==> config.mk <==
export PLATFORM = sky130hd
export DESIGN_NAME = wordle_letter_entry
export DESIGN_NICKNAME = d
export VERILOG_FILES = /design/src/rtl/wordle_letter_entry.sv
export SDC_FILE = /design/constraint.sdc
export NUM_CORES = 1
export LEC_CHECK = 0
export BUFFER_PORTS_ARGS = -buffer_cell sky130_fd_sc_hd__buf_2
export CAP_MARGIN = 30
export CORE_UTILIZATION = 45
export DETAILED_ROUTE_END_ITERATION = 7
export GPL_TIMING_DRIVEN = 1
export HOLD_SLACK_MARGIN = 0.1
export PLACE_DENSITY = 0.72
export SETUP_SLACK_MARGIN = 0.15
export SLEW_MARGIN = 20
export SYNTH_ARGS = -nofsm -noshare
export SYNTH_HDL_FRONTEND = slang
export SYNTH_SLANG_ARGS = --single-unit
==> constraint.sdc <==
create_clock -name clk -period 10.3 [get_ports clk]
set_input_delay 1.03 -clock clk [delete_from_list [all_inputs] [get_ports clk]]
set_output_delay 1.03 -clock clk [all_outputs]
set_load 0.01 [all_outputs]
==> src/rtl/wordle_letter_entry.sv <==
// rtl/wordle_letter_entry.sv - debounced enter/clear buttons and switch-to-letter decode for the wordle FSM
// Optional feature macro: WORDLE_ENTRY_FIFO_EN (2-entry output FIFO instead of a single register).
module wordle_letter_entry #(
    parameter int DEBOUNCE_CYCLES = 500000,
    parameter int CNT_W           = 20
) (
    input  logic       clk,
    input  logic       reset,
    input  logic       enter,
    input  logic       clear_btn,
    input  logic [9:0] switch_input,
    output logic       out_valid,
    input  logic       out_ready,
    output logic [4:0] out_letter,
    output logic       clear_pulse,
    output logic       bad_letter,
    output logic       overflow
);
    localparam logic [CNT_W-1:0] CNT_LAST = CNT_W'(DEBOUNCE_CYCLES - 1);

    // bit 0 = enter, bit 1 = clear_btn; buttons are active-low so 1 means released
    logic [1:0]       btn_s1, btn_s2, btn_db, btn_db_d;
    logic [CNT_W-1:0] btn_cnt [2];
    logic [9:0]       sw_s1, sw_s2;

    always_ff @(posedge clk) begin
        if (reset) begin
            btn_s1   <= 2'b11;
            btn_s2   <= 2'b11;
            btn_db   <= 2'b11;
            btn_db_d <= 2'b11;
            sw_s1    <= '0;
            sw_s2    <= '0;
            for (int i = 0; i < 2; i++) btn_cnt[i] <= '0;
        end else begin
            btn_s1   <= {clear_btn, enter};
            btn_s2   <= btn_s1;
            sw_s1    <= switch_input;
            sw_s2    <= sw_s1;
            btn_db_d <= btn_db;
            for (int i = 0; i < 2; i++) begin
                if (btn_s2[i] == btn_db[i]) begin
                    btn_cnt[i] <= '0;
                end else if (btn_cnt[i] == CNT_LAST) begin
                    btn_db[i]  <= ~btn_db[i];
                    btn_cnt[i] <= '0;
                end else begin
                    btn_cnt[i] <= btn_cnt[i] + 1'b1;
                end
            end
        end
    end

    logic [1:0] press;
    logic       enter_evt, clear_evt;
    assign press     = btn_db_d & ~btn_db;
    assign clear_evt = press[1];
    assign enter_evt = press[0] & ~press[1];

    logic [2:0] pos;
    logic [2:0] hot_cnt;
    logic       code_ok;
    logic [4:0] letter;

    always_comb begin
        pos     = '0;
        hot_cnt = '0;
        for (int i = 0; i < 7; i++) begin
            if (sw_s2[9-i]) begin
                pos     = 3'(i);
                hot_cnt = hot_cnt + 3'd1;
            end
        end
        code_ok = (hot_cnt == 3'd1);
        letter  = {2'b00, pos};
        case (sw_s2[2:0])
            3'b000: letter = {2'b00, pos};
            3'b001: letter = 5'd7 + {2'b00, pos};
            3'b010: letter = 5'd14 + {2'b00, pos};
            3'b100: begin
                letter = 5'd21 + {2'b00, pos};
                if (pos > 3'd4) code_ok = 1'b0;
            end
            default: code_ok = 1'b0;
        endcase
    end

    logic push_ok, transfer, stall;
    assign push_ok  = enter_evt & code_ok;
    assign transfer = out_valid & out_ready;

    always_ff @(posedge clk) begin
        if (reset) begin
            clear_pulse <= 1'b0;
            bad_letter  <= 1'b0;
            overflow    <= 1'b0;
        end else begin
            clear_pulse <= clear_evt;
            bad_letter  <= enter_evt & ~code_ok;
            overflow    <= push_ok & stall;
        end
    end

`ifdef WORDLE_ENTRY_FIFO_EN
    logic [4:0] fifo_q [2];
    logic [1:0] fifo_cnt;
    logic       push;

    assign out_valid  = (fifo_cnt != 2'd0);
    assign out_letter = fifo_q[0];
    assign stall      = (fifo_cnt == 2'd2) & ~transfer;
    assign push       = push_ok & ~stall;

    always_ff @(posedge clk) begin
        if (reset) begin
            fifo_cnt  <= '0;
            fifo_q[0] <= '0;
            fifo_q[1] <= '0;
        end else if (clear_evt) begin
            fifo_cnt <= '0;
        end else begin
            case ({push, transfer})
                2'b01: begin
                    fifo_q[0] <= fifo_q[1];
                    fifo_cnt  <= fifo_cnt - 2'd1;
                end
                2'b10: begin
                    if (fifo_cnt == 2'd0) fifo_q[0] <= letter;
                    else                  fifo_q[1] <= letter;
                    fifo_cnt <= fifo_cnt + 2'd1;
                end
                2'b11: begin
                    if (fifo_cnt == 2'd2) begin
                        fifo_q[0] <= fifo_q[1];
                        fifo_q[1] <= letter;
                    end else begin
                        fifo_q[0] <= letter;
                    end
                end
                default: ;
            endcase
        end
    end
`else
    assign stall = out_valid & ~transfer;

    always_ff @(posedge clk) begin
        if (reset) begin
            out_valid  <= 1'b0;
            out_letter <= '0;
        end else if (clear_evt) begin
            out_valid <= 1'b0;
        end else if (push_ok & ~stall) begin
            out_valid  <= 1'b1;
            out_letter <= letter;
        end else if (transfer) begin
            out_valid <= 1'b0;
        end
    end
`endif

endmodule

==> key figures, run 1 <==
Outcome
  – Outcome: finished clean

Worst setup path
  – CP endpoint kind: register
  – Critical path fanouts, max: 7
  – CP Class: register to register
  – Worst EP arrival: 4.28 ns
  – Req. time, crit path: 10.56 ns
  – Crit-path most repeated cell: ha_1
  – CP max stage cell: a211oi_4
  – Cell family with most CP delay: adder cells
  – CP cell instances: inv_1 -> ha_1 -> xor2_1 -> ha_1 -> mux2_2 -> ha_1 -> nand2_1 -> nand3_1 -> ha_1 -> nand2b_1 -> o21a_1 -> ha_1 -> nand2b_1 -> o32a_1 -> a211oi_4 -> nand2_2 -> o41ai_2
  – Crit path largest cell delay: roughly 0.4 ns
  – R2R cell count: 17
  – Crit path launch type: register
  – Levels on crit path: 17
  – Worst path bufs/invs: 1

Detailed routing
  – Drt total wl: 6240 um
  – TritonRoute pass-1 iters: 4
  – DR DRC count: 0
  – Total number of vias: 2719
  – DR vias/cell: 4.93
  – Routed wire per std cell: 11.3 um
  – DRT antenna net count: 0
  – Iteration-0 DRC Markers: about 110

Floorplan
  – Die height: around 95 um
  – Chip width: 95.1 um
  – Overall die area: 9030 um2
  – IO Pins: 24
  – FP Rows: 33
  – Initial Utilization: a little under half
  – Core ar.: 8300 um2

Clocking
  – CTS sink cnt: 77
  – Max Root-Sink Buffers: 2
  – Post-cts sizing count: 0
  – Clock root cell: clkbuf_8
  – # hold bufs at CTS: 0
  – Clock-pin slew on the worst setup and hold paths: 0.09 ns
  – Post-CTS Setup Inserts: 0
  – # H-tree levels: 3
  – CTS tree: done
  – CTS buffer count: 9
  – Worst-Skew Late Latency: roughly 0.36 ns

Power
  – Pwr dens: between 100 and 150 nW/um2
  – Share of power burned in the clock network: a little under two fifths
  – Leak: around 0.0017 uW
  – Combinational share of power: 8.4%
  – Sw Share: 25.1%
  – NetSw: 159 uW
  – Peak supply drop: 0.0902 mV
  – Tot Pwr: 632 uW
  – Register share of total power: 54.4%
  – Internal: 473 uW

Min path
  – Hold crit path type: register to register
  – Hold depth: 1

Finish
  – Fin nets: around 470
  – Area growth, synth to finish: 13.7%
  – Antenna cells: 0
  – Design Area, Final: 4430 um2
  – Fillcell total: 765
  – Layout cells sized above 1: 12.3%
  – Core Util, Final: 53.4%

Synthesis
  – Synth Area per Inst: 10.2 um2
  – Seq/Total Area, Yosys: between 40% and 50%
  – Number of library cell types mapped by synthesis: 50
  – Ys async rst share: 0%
  – EDFF count, synth: 40
  – Post-Syn Area: 3900 um2
  – Cells after synthesis: ~380
  – Yosys warnings: 0
  – Synth Register Bits: 77
  – Main synth FF type: edfxtp_1

Job
  – Max-cap violations: 0

Timing
  – Hold slack: 0.410 ns
  – Max Freq: 249 MHz
  – Setup TNS: 0 ns
  – Unrepaired setup endpoints after global routing: no
  – Final worst path period need: 4.01 ns
  – Max_slew headroom: 45.1%
  – Setup-failing EPs final: 0
  – Period Utilization, post-route: approximately 40%
  – Worst-case clock skew: 0.00852 ns
  – Slew Viols, Final: 0
  – Worst-margin pin slew: 0.817 ns
  – Final hold violations: 0

Placed design
  – Area after DPL: 4230 um2
  – Port-buffer cells: 23
  – Routability cong.: 0.827
  – Post-DP HPWL: 4480 um

GRT
  – First-pass GRT wire length: 10800 um
  – Antenna violations before repair: 0
  – Overflow after GRT: 0
  – Pin count of the biggest net entering global routing: 41
  – Total GRT Usage: 15.6%
  – Vias in the first global route: ~2500
## synthesized netlist by cell type (2+ instances only)
| master | count | area, um2 |
|---|---|---|
| edfxtp_1 | 40 | 1200 |
| mux2i_1 | 2 | 20.0 |
| nand4_1 | 8 | 50.1 |
| buf_2 | 2 | 10.0 |
| nand3_1 | 19 | 95.1 |
| and4_1 | 3 | 26.3 |
| xor2_1 | 26 | 228 |
| ha_1 | 14 | 175 |
| nand2b_1 | 8 | 50.1 |
| xnor2_1 | 17 | 149 |
| a31oi_1 | 3 | 18.8 |
| mux2_2 | 2 | 22.5 |
| a21oi_1 | 10 | 50.1 |
| inv_1 | 17 | 63.8 |
| nor2b_1 | 24 | 150 |
| nand2_1 | 19 | 71.3 |
| o21ai_0 | 6 | 30.0 |
| nor2_1 | 56 | 210 |
| or4b_2 | 2 | 20.0 |
| nor3_1 | 7 | 35.0 |
| a211oi_1 | 2 | 15.0 |
| and2_1 | 2 | 12.5 |
| o22ai_1 | 2 | 12.5 |
| dfxtp_1 | 37 | 741 |
| nor4_1 | 3 | 18.8 |
| a211o_1 | 3 | 26.3 |
| or2_2 | 7 | 43.8 |
| or3_1 | 3 | 18.8 |
| clkbuf_1 | 10 | 37.5 |
| and3_1 | 6 | 37.5 |
| nor3b_1 | 3 | 22.5 |
| a311oi_1 | 2 | 17.5 |
## placed cells by master (no fill, tap or decap), types with 2 or more instances in the layout
cell	n
a211o_1	3
a211oi_1	2
a21oi_1	10
a311oi_1	2
a31oi_1	3
and2_1	2
and3_1	6
and4_1	3
buf_2	23
clkbuf_8	9
conb_1	40
dfxtp_1	37
edfxtp_1	40
ha_1	14
inv_1	17
inv_6	4
mux2_2	2
mux2i_1	2
nand2_1	19
nand2b_1	8
nand3_1	19
nand4_1	8
nor2_1	56
nor2b_1	24
nor3_1	7
nor3b_1	3
nor4_1	3
o21ai_0	6
o22ai_1	2
or2_2	7
or3_1	3
or4b_2	2
xnor2_1	17
xor2_1	26
## cell families after synthesis
group           Yosys count  share of synthesized area (%)
compound gates           37                           6.84
buf+inv                  31                           3.24
mux                       4                           1.09
simple gates            172                           22.5
fa+ha+maj                14                           4.50
xor+xnor                 47                           11.9
other cells               1                         0.0962
flops                    77                           49.8
## power by group through the flow
stage / clock network [uW] / registers, uW / logic [uW]
2_1_floorplan: 0 / 346 / 45.4
4_1_cts: 243 / 344 / 52.9
3_3_place_gp: 0 / 350 / 51.1
3_5_place_dp: 0 / 351 / 52.6
5_1_grt: 255 / 346 / 60.4
6_report: 235 / 344 / 53.1
## layout make-up
class	count	area, um2	area share, %
clock buffers	9	124	2.80
multi-input cells	314	1970	44.6
repair buffers	23	115	2.60
clock inverters	7	78.8	1.78
flip-flops and latches	77	1940	43.8
well taps	105	131	2.97
inverters	17	63.8	1.44
## through the flow
stage / instances / setup slack [ns]
CTS: 552 / 6.27
floorplan: 422 / 6.57
global placement: 536 / 6.46
global route: 552 / 6.06
detailed placement: 536 / 6.30
finish: 552 / 6.29
## worst paths after layout
path / end / from / slack, ns
max: out_letter[4] / sw_s2[8] / 6.29
min: btn_s2[0] / btn_s1[0] / 0.41
max reg2reg: out_letter[4] / sw_s2[8] / 6.29
min reg2reg: btn_s2[0] / btn_s1[0] / 0.41
## routing by layer
metal	track usage, %	share of wire, %
met1	19.5	49
met2	25.2	46
met3	5.10	4.1
met4	5.81	1.5
met5	0	0
## registers in the layout, indices dropped and copies added (netlist names)
| register | cells |
|---|---|
| out_valid | 1 |
| bad_letter | 1 |
| btn_s1 | 2 |
| btn_db | 2 |
| sw_s2 | 10 |
| out_letter | 5 |
| btn_s2 | 2 |
| btn_db_d | 2 |
| overflow | 1 |
| clear_pulse | 1 |
| sw_s1 | 10 |
| btn_cnt | 40 |
(Power assumes the default switching activity.)
==> run 2: changes to the inputs <==
==> constraint.sdc (replaced) <==
create_clock -name clk -period 3.9 [get_ports clk]
set_input_delay 0.39 -clock clk [delete_from_list [all_inputs] [get_ports clk]]
set_output_delay 0.39 -clock clk [all_outputs]
set_load 0.01 [all_outputs]
==> key figures, run 2 (synthesis gave the netlist of run 1 again) <==
GRT
  – Total GRT Usage: 16.4%
  – Overflow after GRT: 0
  – Antenna violations before repair: 0
  – Vias in the first global route: about 2600
  – Pin count of the biggest net entering global routing: between 40 and 50
  – First-pass GRT wire length: 11400 um

Clocking
  – CTS tree: done
  – Clock-pin slew on the worst setup and hold paths: 0.08 ns
  – Clock root cell: clkbuf_8
  – Max Root-Sink Buffers: 2
  – # hold bufs at CTS: 0
  – Worst-Skew Late Latency: 0.36 ns
  – CTS buffer count: 9
  – # H-tree levels: 3
  – CTS sink cnt: 77

Worst setup path
  – CP Class: register to register
  – Worst EP arrival: 4.09 ns
  – Req. time, crit path: 4.17 ns
  – Critical path fanouts, max: 6
  – CP endpoint kind: register
  – Crit path launch type: register

Finish
  – Register area: 1950 um2
  – Most common cell after layout, fill and taps aside: nor2_1
  – Max reg flops: 40
  – Layout cells sized above 1: 18.2%
  – Fillcell total: 740
  – Largest Register: btn_cnt
  – Fin nets: 481
  – Most frequent cells in the layout: nor2_1, edfxtp_1, conb_1, dfxtp_1, xor2_1
  – Top flop regs: btn_cnt x40, sw_s1 x10, sw_s2 x10
  – Area of the multi-input gates: 2070 um2
  – Antenna cells: 0
  – Design Area, Final: approximately 4600 um2
  – Core Util, Final: 55.5%
  – Area growth, synth to finish: 18.3%

Detailed routing
  – Iteration-0 DRC Markers: 80
  – Routed length on met1: around 3100 um
  – Total number of vias: 2757
  – Top sig layer: met4
  – Met2 WL post-DR: 3040 um
  – DRT antenna net count: 0
  – Met3 Routed Length: 313 um
  – DR vias/cell: 4.91
  – Drt total wl: 6550 um
  – TritonRoute pass-1 iters: 4
  – DR DRC count: 0
  – Routed wire per std cell: roughly 12 um

Floorplan
  – Die height: around 95 um
  – Chip width: 95.1 um
  – Initial Utilization: 46.9%
  – Overall die area: 9030 um2
  – Core ar.: 8300 um2
  – FP Rows: 33
  – IO Pins: 24

Power
  – Internal: 1280 uW
  – Combinational share of power: 10.7%
  – NetSw: 434 uW
  – Tot Pwr: 1710 uW
  – Peak supply drop: 0.238 mV
  – Pwr dens: ~370 nW/um2
  – Sw Share: 25.3%
  – Leak: 0.00179 uW
  – Register share of total power: 53.1%
  – Share of power burned in the clock network: 36.2%

Timing
  – Max Freq: 262 MHz
  – Worst-case clock skew: 0.00686 ns
  – Unrepaired setup endpoints after global routing: yes
  – Period Utilization, post-route: 97.9%
  – Final WS setup: between 0.08 and 0.09 ns
  – Worst-margin pin slew: 0.869 ns
  – Setup-failing EPs final: 0
  – Max_slew headroom: 41.6%
  – Slew Viols, Final: 0
  – Final worst path period need: 3.82 ns
  – Setup TNS: 0 ns
  – Final hold violations: 0

Placed design
  – DP Worst Slack: -0.0889 ns
  – Routability cong.: 0.827
  – Post-DP HPWL: 4520 um
  – Port-buffer cells: 23
  – Area after DPL: 4230 um2

Outcome
  – Outcome: finished clean

Job
  – Max-cap violations: 0

Min path
  – Hold crit path type: primary input to register
run 2: changes by cell type in the layout (fill, tap and decap cells not counted), moves of 3 or more:
cell / previous run / this run
dfxtp_1: 37 / 34
dfxtp_2: 0 / 3
buf_4: 0 / 8
nand2_1: 19 / 16
ha_1: 14 / 10
ha_4: 0 / 3
run 2: worst paths after layout:
kind / from / to / slack, ns / cells after the start
min reg2reg: btn_s1[0] / btn_s2[0] / 0.41 / 1
max: sw_s2[8] / out_letter[0] / 0.08 / 20
max reg2reg: sw_s2[8] / out_letter[0] / 0.08 / 20
min: enter / btn_s1[0] / 0.21 / 2
run 2: worst max-delay path: stages (launching register included):
cell and delay, ns:
dfxtp_2 0.35, inv_2 0.05, ha_4 0.26, xor2_1 0.16
ha_1 0.26, mux2_4 0.29, ha_4 0.23, nand2_4 0.07
nand3_4 0.08, ha_4 0.27, nand2b_4 0.11, o21a_1 0.14
ha_2 0.17, nand2_2 0.06, xnor2_2 0.17, xnor3_2 0.29
buf_6 0.14, a211oi_4 0.20, buf_6 0.15, a21oi_1 0.06
a311oi_1 0.22
run 2: metal layers:
layer / track usage, % / vias up
met5: 0 / -
met2: 26.1 / 58
met3: 5.58 / 7
met4: 4.92 / 0
li1: - / 1421
met1: 21.1 / 1271
run 2: timing repair:
| item | in CTS | in global routing |
|---|---|---|
| gates resized for setup | 16 | 7 |
| setup endpoints to repair | 8 | 8 |
| pin swaps | 15 | 9 |
| setup buffers | 8 | 2 |
run 2: layout make-up:
| class | instances | area share, % |
|---|---|---|
| Multi-Input combinational cell | 314 | 44.9 |
| Sequential cell | 77 | 42.2 |
| Timing Repair Buffer | 33 | 4.29 |
| Tap cell | 105 | 2.85 |
| Clock buffer | 9 | 2.69 |
| Clock inverter | 7 | 1.71 |
| Inverter | 17 | 1.38 |
run 2: stage by stage:
step | hold slack, ns | instances
3_5_place_dp | 0.397 | 536
5_1_grt | 0.196 | 562
2_1_floorplan | 0.389 | 422
3_3_place_gp | 0.393 | 536
4_1_cts | 0.202 | 560
6_report | 0.211 | 562
run 2: power groups by stage:
stage	combinational (uW)	sequential, uW	clock (uW)
after floorplan	120	915	0
after global placement	135	926	0
after detailed placement	139	927	0
after CTS	167	909	638
after global routing	205	914	678
final	184	909	620
==> run 3: changes to the inputs <==
--- a/config.mk
+++ b/config.mk
@@ -5,9 +5,10 @@
 export SDC_FILE = /design/constraint.sdc
 export NUM_CORES = 1
 export LEC_CHECK = 0
-export BUFFER_PORTS_ARGS = -buffer_cell sky130_fd_sc_hd__buf_2
+export BUFFER_PORTS_ARGS = -buffer_cell sky130_fd_sc_hd__buf_4
 export CAP_MARGIN = 30
 export CORE_UTILIZATION = 45
+export CTS_BUF_LIST = sky130_fd_sc_hd__clkbuf_16
 export DETAILED_ROUTE_END_ITERATION = 7
 export GPL_TIMING_DRIVEN = 1
 export HOLD_SLACK_MARGIN = 0.1
==> key figures, run 3 (synthesis gave the netlist of run 1 again) <==
Outcome
  – Outcome: finished clean

Timing
  – Worst-margin pin slew: 0.853 ns
  – Setup-failing EPs final: 0
  – Period Utilization, post-route: 98.7%
  – Final hold violations: 0
  – Final worst path period need: 3.85 ns
  – Max Freq: 260 MHz
  – Slew Viols, Final: 0
  – Unrepaired setup endpoints after global routing: yes
  – Setup TNS: 0 ns
  – Max_slew headroom: approximately 43%
  – Worst-case clock skew: 0.00654 ns

GRT
  – M3 GR Usage: 4.15%
  – GRT busiest layer: met2
  – Total GRT Usage: 16.0%
  – Pin count of the biggest net entering global routing: 41
  – Overflow after GRT: 0
  – First-pass GRT wire length: between 10000 and 15000 um
  – Antenna violations before repair: 0
  – Vias in the first global route: 2492
  – Met2 Use GR: 24.9%
  – Global routing met1 resource utilization: 21.4%

Floorplan
  – Die height: approximately 95 um
  – Overall die area: 9030 um2
  – Core ar.: 8300 um2
  – Chip width: 95.1 um
  – Initial Utilization: 46.9%
  – FP Rows: 33
  – IO Pins: 24

Detailed routing
  – TritonRoute pass-1 iters: 4
  – DR vias/cell: 4.97
  – Routed wire per std cell: 12.0 um
  – DRT antenna net count: 0
  – Drt total wl: 6710 um
  – Total number of vias: ~2800
  – DR DRC count: 0
  – Iteration-0 DRC Markers: roughly 110

Job
  – Max-cap violations: 0

Placed design
  – Area after DPL: 4280 um2
  – Post-DP HPWL: 4560 um
  – Routability cong.: 0.873
  – Port-buffer cells: 23

Finish
  – Most frequent cells in the layout: nor2_1, edfxtp_1, conb_1, dfxtp_1, buf_4
  – Fin nets: 478
  – Design Area, Final: approximately 4700 um2
  – Max reg flops: 40
  – Top flop regs: btn_cnt x40, sw_s1 x10, sw_s2 x10
  – Largest Register: btn_cnt
  – Antenna cells: 0
  – Area growth, synth to finish: 21.6%
  – Layout cells sized above 1: 18.3%
  – Most common cell after layout, fill and taps aside: nor2_1

Clocking
  – Clock-pin slew on the worst setup and hold paths: 0.06 ns
  – Worst-Skew Late Latency: 0.33 ns
  – CTS tree: done
  – # hold bufs at CTS: 0
  – CTS sink cnt: just under 80
  – Clock root cell: clkbuf_16
  – # H-tree levels: 3
  – CTS buffer count: 9
  – Max Root-Sink Buffers: 2

Power
  – Tot Pwr: 1860 uW
  – Pwr dens: 393 nW/um2
  – Peak supply drop: 0.286 mV
  – Leak: 0.00184 uW

Worst setup path
  – CP Class: register to register
  – Crit path launch type: register
  – Req. time, crit path: roughly 4.2 ns
  – CP endpoint kind: register
  – Critical path fanouts, max: 3
  – Worst EP arrival: 4.11 ns

Min path
  – Hold crit path type: primary input to register
run 3: final cells by class:
class	instances	area, um2
inverters	17	63.8
well taps	105	131
flip-flops and latches	77	1950
clock inverters	6	30.0
clock buffers	10	250
multi-input cells	314	2090
fillers	701	3560
repair buffers	30	229
run 3: report_power, final:
part	internal (uW)	switching, uW	total (uW)	leakage (uW)
logic	93.1	89.8	183	0.000969
registers	882	29.7	911	0.000717
clock network	462	308	770	0.000150
run 3: critical path, stage by stage (launching register included):
cell	delay, ns
dfxtp_2	0.34
inv_2	0.05
ha_4	0.24
xor2_2	0.14
ha_1	0.30
mux2_4	0.29
ha_4	0.25
nand2_4	0.07
nand3_4	0.08
ha_4	0.27
nand2b_4	0.11
o21a_1	0.12
ha_2	0.17
nand2_2	0.07
xnor2_2	0.17
xnor3_2	0.30
a211o_1	0.31
or3_1	0.36
a21oi_1	0.12
run 3: path summary, 6_finish.rpt:
path,start,to,slack (ns),depth (start not counted)
min reg2reg,btn_s1[1],btn_s2[1],0.41,1
max,sw_s2[8],out_letter[2],0.05,18
max reg2reg,sw_s2[8],out_letter[2],0.05,18
min,enter,btn_s1[0],0.25,2
run 3: per-layer routing:
metal / vias to the layer above / wire, um
met1: 1309 / 3210
met3: 11 / 210
li1: 1418 / -
met2: 40 / 3190
met5: - / 0
met4: 0 / 95
run 3: timing repair:
action                                  in CTS  in global routing
cloned                                       0                  0
hold endpoints to repair                     0                  0
endpoints found under the setup margin       7                  6
pin swaps                                    8                  9
resized for setup                           11                 16
setup buffers                                4                  3
run 3: stage by stage:
step / hold WS, ns / utilization (%) / setup WS, ns / std cells
finish: 0.249 / 57.1 / 0.0525 / 559
global route: 0.247 / 57.1 / -0.0435 / 559
CTS: 0.236 / 56.1 / 0.141 / 556
detailed placement: 0.398 / 51.6 / -0.113 / 536
global placement: 0.395 / 51.6 / 0.0560 / 536
floorplan: 0.389 / - / 0.170 / 422
